--- src/rtl/stim_check_i8.sv ---
// stim_check_i8: LFSR-driven stimulus generator and result checker for a downstream 8-bit AND stage.
// Each vector drives a/b, waits LATENCY+1 cycles, compares y against a&b and tallies mismatches.
module stim_check_i8 #(
  parameter int         N_VECTORS = 16,
  parameter int         LATENCY   = 1,
  parameter logic [7:0] SEED_A    = 8'h03,
  parameter logic [7:0] SEED_B    = 8'h5A
) (
  input  logic        clock,
  input  logic        reset,
  input  logic        start,
  output logic [7:0]  a,
  output logic [7:0]  b,
  input  logic [7:0]  y,
  output logic        busy,
  output logic        done,
  output logic        pass,
  output logic [7:0]  err_count,
  output logic [15:0] fail_index
);

  typedef enum logic [2:0] {
    S_IDLE  = 3'd0,
    S_DRIVE = 3'd1,
    S_WAIT  = 3'd2,
    S_CHECK = 3'd3,
    S_DONE  = 3'd4
  } state_t;

  // An all-zero seed would lock the LFSR at zero forever.
  function automatic logic [7:0] fix_seed(input logic [7:0] s);
    return (s == 8'h00) ? 8'h01 : s;
  endfunction

  // x^8+x^6+x^5+x^4+1, Fibonacci form, shifting left with feedback into bit 0.
  function automatic logic [7:0] lfsr_step(input logic [7:0] s);
    return {s[6:0], s[7] ^ s[5] ^ s[4] ^ s[3]};
  endfunction

  function automatic logic [7:0] sat_inc(input logic [7:0] v);
    return (v == 8'hFF) ? v : v + 8'h01;
  endfunction

  localparam logic [7:0]  LP_SEED_A = fix_seed(SEED_A);
  localparam logic [7:0]  LP_SEED_B = fix_seed(SEED_B);
  localparam logic [15:0] LP_LAST   = 16'(N_VECTORS - 1);
  localparam logic [3:0]  LP_LAT    = 4'(LATENCY);

  state_t      r_state;
  state_t      w_state_nxt;
  logic [7:0]  r_lfsr_a;
  logic [7:0]  r_lfsr_b;
  logic [7:0]  r_a;
  logic [7:0]  r_b;
  logic [7:0]  r_err;
  logic [15:0] r_fail;
  logic [15:0] r_vec;
  logic [3:0]  r_lat;
  logic        w_load;
  logic        w_drive;
  logic        w_check;
  logic        w_mismatch;
  logic        w_last;

  assign w_mismatch = (y != (r_a & r_b));
  assign w_last     = (r_vec == LP_LAST);

  assign a          = r_a;
  assign b          = r_b;
  assign err_count  = r_err;
  assign fail_index = r_fail;
  assign busy       = (r_state == S_DRIVE) || (r_state == S_WAIT) || (r_state == S_CHECK);
  assign done       = (r_state == S_DONE);
  assign pass       = (r_state == S_DONE) && (r_err == 8'h00);

  always_comb begin
    w_state_nxt = r_state;
    w_load      = 1'b0;
    w_drive     = 1'b0;
    w_check     = 1'b0;
    case (r_state)
      S_IDLE, S_DONE: begin
        if (start) begin
          w_load      = 1'b1;
          w_state_nxt = S_DRIVE;
        end
      end
      S_DRIVE: begin
        w_drive     = 1'b1;
        w_state_nxt = S_WAIT;
      end
      S_WAIT: begin
        if (r_lat == LP_LAT) w_state_nxt = S_CHECK;
      end
      S_CHECK: begin
        w_check     = 1'b1;
        w_state_nxt = w_last ? S_DONE : S_DRIVE;
      end
      default: w_state_nxt = S_IDLE;
    endcase
  end

  always_ff @(posedge clock or negedge reset) begin
    if (!reset) r_state <= S_IDLE;
    else        r_state <= w_state_nxt;
  end

  always_ff @(posedge clock or negedge reset) begin
    if (!reset) begin
      r_lfsr_a <= LP_SEED_A;
      r_lfsr_b <= LP_SEED_B;
      r_a      <= 8'h00;
      r_b      <= 8'h00;
      r_err    <= 8'h00;
      r_fail   <= 16'hFFFF;
      r_vec    <= 16'h0000;
      r_lat    <= 4'h0;
    end else begin
      if (w_load) begin
        r_lfsr_a <= LP_SEED_A;
        r_lfsr_b <= LP_SEED_B;
        r_vec    <= 16'h0000;
        r_err    <= 8'h00;
        r_fail   <= 16'hFFFF;
      end
      if (w_drive) begin
        r_a   <= r_lfsr_a;
        r_b   <= r_lfsr_b;
        r_lat <= 4'h0;
      end
      if (r_state == S_WAIT) r_lat <= r_lat + 4'h1;
      // Only the first mismatch of a run is recorded in fail_index.
      if (w_check) begin
        if (w_mismatch) begin
          r_err <= sat_inc(r_err);
          if (r_fail == 16'hFFFF) r_fail <= r_vec;
        end
        r_lfsr_a <= lfsr_step(r_lfsr_a);
        r_lfsr_b <= lfsr_step(r_lfsr_b);
        if (!w_last) r_vec <= r_vec + 16'h0001;
      end
    end
  end

endmodule

--- config.mk ---
export PLATFORM = sky130hd
export DESIGN_NAME = stim_check_i8
export DESIGN_NICKNAME = d
export VERILOG_FILES = /design/src/rtl/stim_check_i8.sv
export SDC_FILE = /design/constraint.sdc
export NUM_CORES = 1
export LEC_CHECK = 0
export CAP_MARGIN = 20
export CORE_MARGIN = 2
export CORE_UTILIZATION = 30
export CTS_CLUSTER_DIAMETER = 200
export DETAILED_ROUTE_END_ITERATION = 16
export MAX_ROUTING_LAYER = met4
export SYNTH_ARGS = -nofsm -noshare
export SYNTH_HDL_FRONTEND = slang
export SYNTH_SLANG_ARGS = --single-unit
export TNS_END_PERCENT = 1
--- constraint.sdc ---
create_clock -name clock -period 1.8 [get_ports clock]
set_clock_uncertainty 0.15 [all_clocks]
set_input_delay 0.36 -clock clock [delete_from_list [all_inputs] [get_ports clock]]
set_output_delay 0.36 -clock clock [all_outputs]
set_load 0.01 [all_outputs]
Word level (Yosys, flattened, before mapping)
Index checks and enable logic that the tools add are counted.

Add/subtract/negate cells: 3. Equal/unequal tests: 12. Muxes and demuxes: 25. Bitwise gates (word level): 7. Reduce and logical (&&, ||, !) cells: 9.

Operators with widths (number): two-way mux 16 bit (7); two-way mux 8 bit (8); adder 16 x 1 -> 16 bit, second input constant (1); equality test 16 bit, second input constant (1); equality test 16 x 4 -> 1 bit, second input constant (1); case mux 3 bit (4 select lines) (1); two-way mux 3 bit (3); adder 8 x 1 -> 8 bit, second input constant (1); bitwise AND 8 bit (1); equality test 8 bit, second input constant (1); logical NOT 8 bit (1); two-way mux 4 bit (2); != test 8 bit (1); equality test 3 x 2 -> 1 bit, second input constant (2); XOR 1 bit (6); adder 4 x 1 -> 4 bit, second input constant (1); equality test 4 x 1 -> 1 bit, second input constant (1); two-way mux 1 bit (4); != test 2 bit, second input constant (2); nonzero test 2 bit (2); equality test 3 x 1 -> 1 bit, second input constant (1); equality test 3 bit, second input constant (1); logical NOT 3 bit (1); != test 3 bit, second input constant (1); other kinds (4) (5).

Bits in registers: 79. Bits of input ports: 11.

Longest topological paths before layout
Depth after elaboration: 7. Depth in mapped cells: 6. Depth with buffers taken out: 6.

Worst setup path after synthesis
No wires, ideal clock.

Path kind: register to register. Start point: register r_err[0] (netlist: err_count[0]). End point: register r_err[5] (netlist: err_count[5]). Library setup time: 0.127 ns. Arrival time: 1.581 ns. Path slack: -0.058 ns. Cell stages (with the launch flop): 7. Period minus slack after synthesis: 1.858 ns. Cells stage by stage: dfrtp_1 ha_1 and3_1 and4_1 nor2_4 nand3_1 mux2_1.

Cells in the longest elaborated chain, start to end: 4.

Ends and longest elaborated chain: start: declaration (line 55) `logic [7:0] r_err;`; start signal: assignment (line 135) `r_err <= sat_inc(r_err);`; adder 8 x 1 -> 8 bit (line 41) `return (v == 8'hFF) ? v : v + 8'h01;`; two-way mux 8 bit (line 41); two-way mux 8 bit (line 134) `if (w_mismatch) begin`; two-way mux 8 bit (line 133) `if (w_check) begin`.

Parallel ways exist; a longest one is shown, timed or not. The select of a mux whose other input is x is not followed. A chain may end at the register's enable or synchronous reset.

Final worst setup path
Start point: register r_err[0] (netlist: err_count[0]). End point: output pass.

Cells in the longest elaborated chain, start to end: 2.

Ends and longest elaborated chain: logical NOT 8 bit (line 74) `assign pass = (r_state == S_DONE) && (r_err == 8'h00);`; logical AND 1 bit (line 74); end: declaration (line 17) `output logic pass,`.

Every way passes these cells.

==> out/summary.txt <==
share of synthesized cell area in and, or, nand and nor gates = 0.160
Port Buffers = 53
critical path's top delay family = flip-flops
worst setup path class = reg -> out
share of synthesized cell area in full adder, half adder and majority cells = 0.0170
share of power burned in registers = 0.366
number of instances in the synthesized netlist = 319
violations in the final reports = negative setup slack
accumulated negative setup slack = -0.239 ns
highest signal layer in the routed design = met4
remaining max-slew budget at the tightest pin = 0.744
via count normalized by instance count = 5.06
detailed-route wire length = 9040 um
Setup crit start kind = flip-flop
total iterations of the first detailed-routing run = 4
top achievable clock speed = 529 MHz
count of flip-flops with a built-in enable after synthesis = 0
required time of the worst setup path = 1.29 ns
vias post-DR = 2981
initial core utilization = 0.306
xor and xnor area share after synthesis = 0.0310
final net count = 453
internal power = 5.39 mW
worst-case setup margin in the final layout = -0.0898 ns
utilization after layout = 0.439
multiplexer share of the synthesized area = 0.0793
final setup violating endpoints = 6
element type at the critical path end = output port
Area contributors post-synth = sky130_fd_sc_hd__dfrtp_1 39%, sky130_fd_sc_hd__dfstp_2 16%, sky130_fd_sc_hd__o22a_1 5.5%, sky130_fd_sc_hd__mux2_2 4.9%, sky130_fd_sc_hd__mux2i_1 2.7%
Avg WL per Cell = 15.3 um
worst path cell trace = inv_1 -> ha_1 -> nor4b_2 -> and3_1 -> buf_2
commonest cells after routing, fill and taps aside = 58 x sky130_fd_sc_hd__buf_4, 56 x sky130_fd_sc_hd__dfrtp_1, 38 x sky130_fd_sc_hd__dlygate4sd2_1
area growth from synthesis to layout = 43.3%
global-route wire length before repair = 15400 um
Root Buffer Master = sky130_fd_sc_hd__clkbuf_16
clock tree from TritonCTS = done
Placement Setup Slack = -0.445 ns
yosys synthesis warning count = 0
die height = 115 um
most common cell after layout, fill and taps aside = sky130_fd_sc_hd__buf_4
sum of met3 wire segment lengths after detailed routing = 303 um
Pwr Density = 1530 nW/um2
share of total power in the clock network = 0.238
number of stages on the worst setup path = 5
async set or reset register ratio after synthesis = 1.00
slowest stage delay, CP = 0.40 ns
Routed met1 length = 4250 um
maximum fanout along the worst path = 2
vias in the first global route = 3007
overflow left after global routing = 0
FF-to-FF path depth = 7
depth of the CTS H-tree = 3
mapped cell area = 3680 um2
total power draw = 8.05 mW
Inserted Clock Buffers = 9
number of synthesized register bits = 79
Compound-Gate Fraction of Synth Area = 0.143
library cell occupying the most area in the post-synthesis netlist = sky130_fd_sc_hd__dfrtp_1
overall die width = 115 um
area share of the largest cell type after synthesis = 0.388
routed length on met2 = 4420 um
insertion delay of the later-clocked pin in the worst-skew pair = 0.33 ns
count of cell types in the netlist = 46
count of buffer and inverter cells on the critical path = 2
transition time of the tightest slew-check pin = 0.384 ns
count of unresolved DRC violations after routing = 0
result of the run = complete, but fails checks
pin count of the biggest net entering global routing = 33
slowest cell on the critical path = sky130_fd_sc_hd__dfrtp_2
Longest Clk Path Bufs = 2
critical path arrival = 1.38 ns
VDD IR-drop max = 0.657 mV
post-layout minimum cycle time = 1.89 ns
register area share after synthesis = 0.545
proportion of layout cells with a drive suffix above 1 = 0.330
GR Util All Layers = 0.152
number of antenna violations at the first check in global routing = 0
Logic pwr share = 0.396
Antenna Violating Nets Remaining = 0
count of routing violations after the opening detailed-route iteration = 143
switching power total = 2.67 mW
Static Leakage = 2.50 nW
setup repair after global routing missed its margin = true
DP HPWL = 6470 um
register clock-pin slew on the reported worst setup and hold paths = 0.06 ns
Antenna Diode Count = 0
Post-CTS Setup Bufs = 0
Syn Area/Cell = 11.5 um2
max-cap violations = 0
total core area = 12000 um2
die outline area = 13200 um2
global placement routability congestion = 0.785
Synthesized Nets = 335
standard-cell row count = 40
dominant combinational cell family by area after synthesis = simple AND/OR/NAND/NOR gates
total I/O pin count = 54
final worst-path cycle share = 1.05
Max Slew Vio Count = 0
filler instances = 1125
worst min-delay path category = in -> async
switching power share of the total = 0.331
Post-synth top flop = sky130_fd_sc_hd__dfrtp_1
final count of hold timing violations = 0
clock tree sinks = 79
[repair_timing]
item,in CTS,in global routing
resized for setup,54,16
hold buffers,1,0
endpoints found under the setup margin,65,39
pin swaps,2,20
hold endpoints to repair,10,0
[stage by stage]
step / cells / cell area [um2] / hold WS, ns
finish: 589 / 5270 / 0.353
global route: 589 / 5270 / 0.382
CTS: 589 / 5200 / 0.355
detailed placement: 572 / 4900 / 0.158
global placement: 572 / 4900 / 0.160
floorplan: 319 / 3680 / -0.0856
[state kept, by name (all words and copies together) (netlist names)]
register and flops:
fail_index 16, r_vec 16, a 8, b 8, err_count 8, r_lfsr_a 8
r_lfsr_b 8, r_lat 4, r_state 3
[routing by layer]
metal / global-route usage / vias up
li1: - / 1421
met4: 0.0410 / 0
met1: 0.196 / 1486
met5: - / -
met3: 0.0279 / 7
met2: 0.247 / 67
[layout make-up]
type	count	area, um2	area share
Clock buffer	12	268	0.0508
Clock inverter	4	50.0	0.00949
Inverter	8	30.0	0.00570
Multi-Input combinational cell	220	1670	0.316
Sequential cell	79	2010	0.380
Tap cell	147	184	0.0349
Timing Repair Buffer	119	1070	0.203
[path summary, 6_finish.rpt]
path	startpoint	endpoint	slack, ns
worst max-delay path	err_count[0]	pass	-0.09
worst min-delay path	reset	r_vec[13]	0.35
worst max register to register	err_count[0]	err_count[5]	-0.09
worst min register to register	r_lfsr_a[0]	r_lfsr_a[0]	0.36
max in group asynchronous	reset	r_lfsr_b[6]	0.57
min in group clock	r_lfsr_a[0]	r_lfsr_a[0]	0.36
[synthesized netlist by cell type (4+ instances only)]
cell type                 number
sky130_fd_sc_hd__nand2_1      19
sky130_fd_sc_hd__a21o_1        4
sky130_fd_sc_hd__a22o_1        9
sky130_fd_sc_hd__o21ai_0       9
sky130_fd_sc_hd__xor2_1        5
sky130_fd_sc_hd__dfrtp_1      57
sky130_fd_sc_hd__mux2i_1      10
sky130_fd_sc_hd__nor4_1        4
sky130_fd_sc_hd__inv_1         8
sky130_fd_sc_hd__nand3_1      17
sky130_fd_sc_hd__dfstp_2      22
sky130_fd_sc_hd__nand4_1      10
sky130_fd_sc_hd__a21oi_1      11
sky130_fd_sc_hd__mux2_2       16
sky130_fd_sc_hd__and3_1       15
sky130_fd_sc_hd__buf_2         9
sky130_fd_sc_hd__o22a_1       23
sky130_fd_sc_hd__nor3_1        4
sky130_fd_sc_hd__nor2_1       13
sky130_fd_sc_hd__xnor2_1       8
sky130_fd_sc_hd__ha_1          5
[power by group through the flow]
stage / combinational, mW / sequential, mW / clock (mW)
6_report: 3.19 / 2.94 / 1.92
5_1_grt: 3.53 / 3.03 / 2.04
4_1_cts: 3.21 / 2.94 / 1.97
3_5_place_dp: 3.37 / 2.96 / 0
3_3_place_gp: 3.33 / 2.95 / 0
2_1_floorplan: 1.53 / 3.05 / 0
[kinds of logic after synthesis]
| group | count (synthesis) |
|---|---|
| and+or+nand+nor | 104 |
| DFF | 79 |
| AOI/OAI and AO/OA | 71 |
| muxes | 27 |
| buffers and inverters | 20 |
| xor gates and xnor gates | 13 |
| adders and majority gates | 5 |
Power figures use the tool's default switching activity.
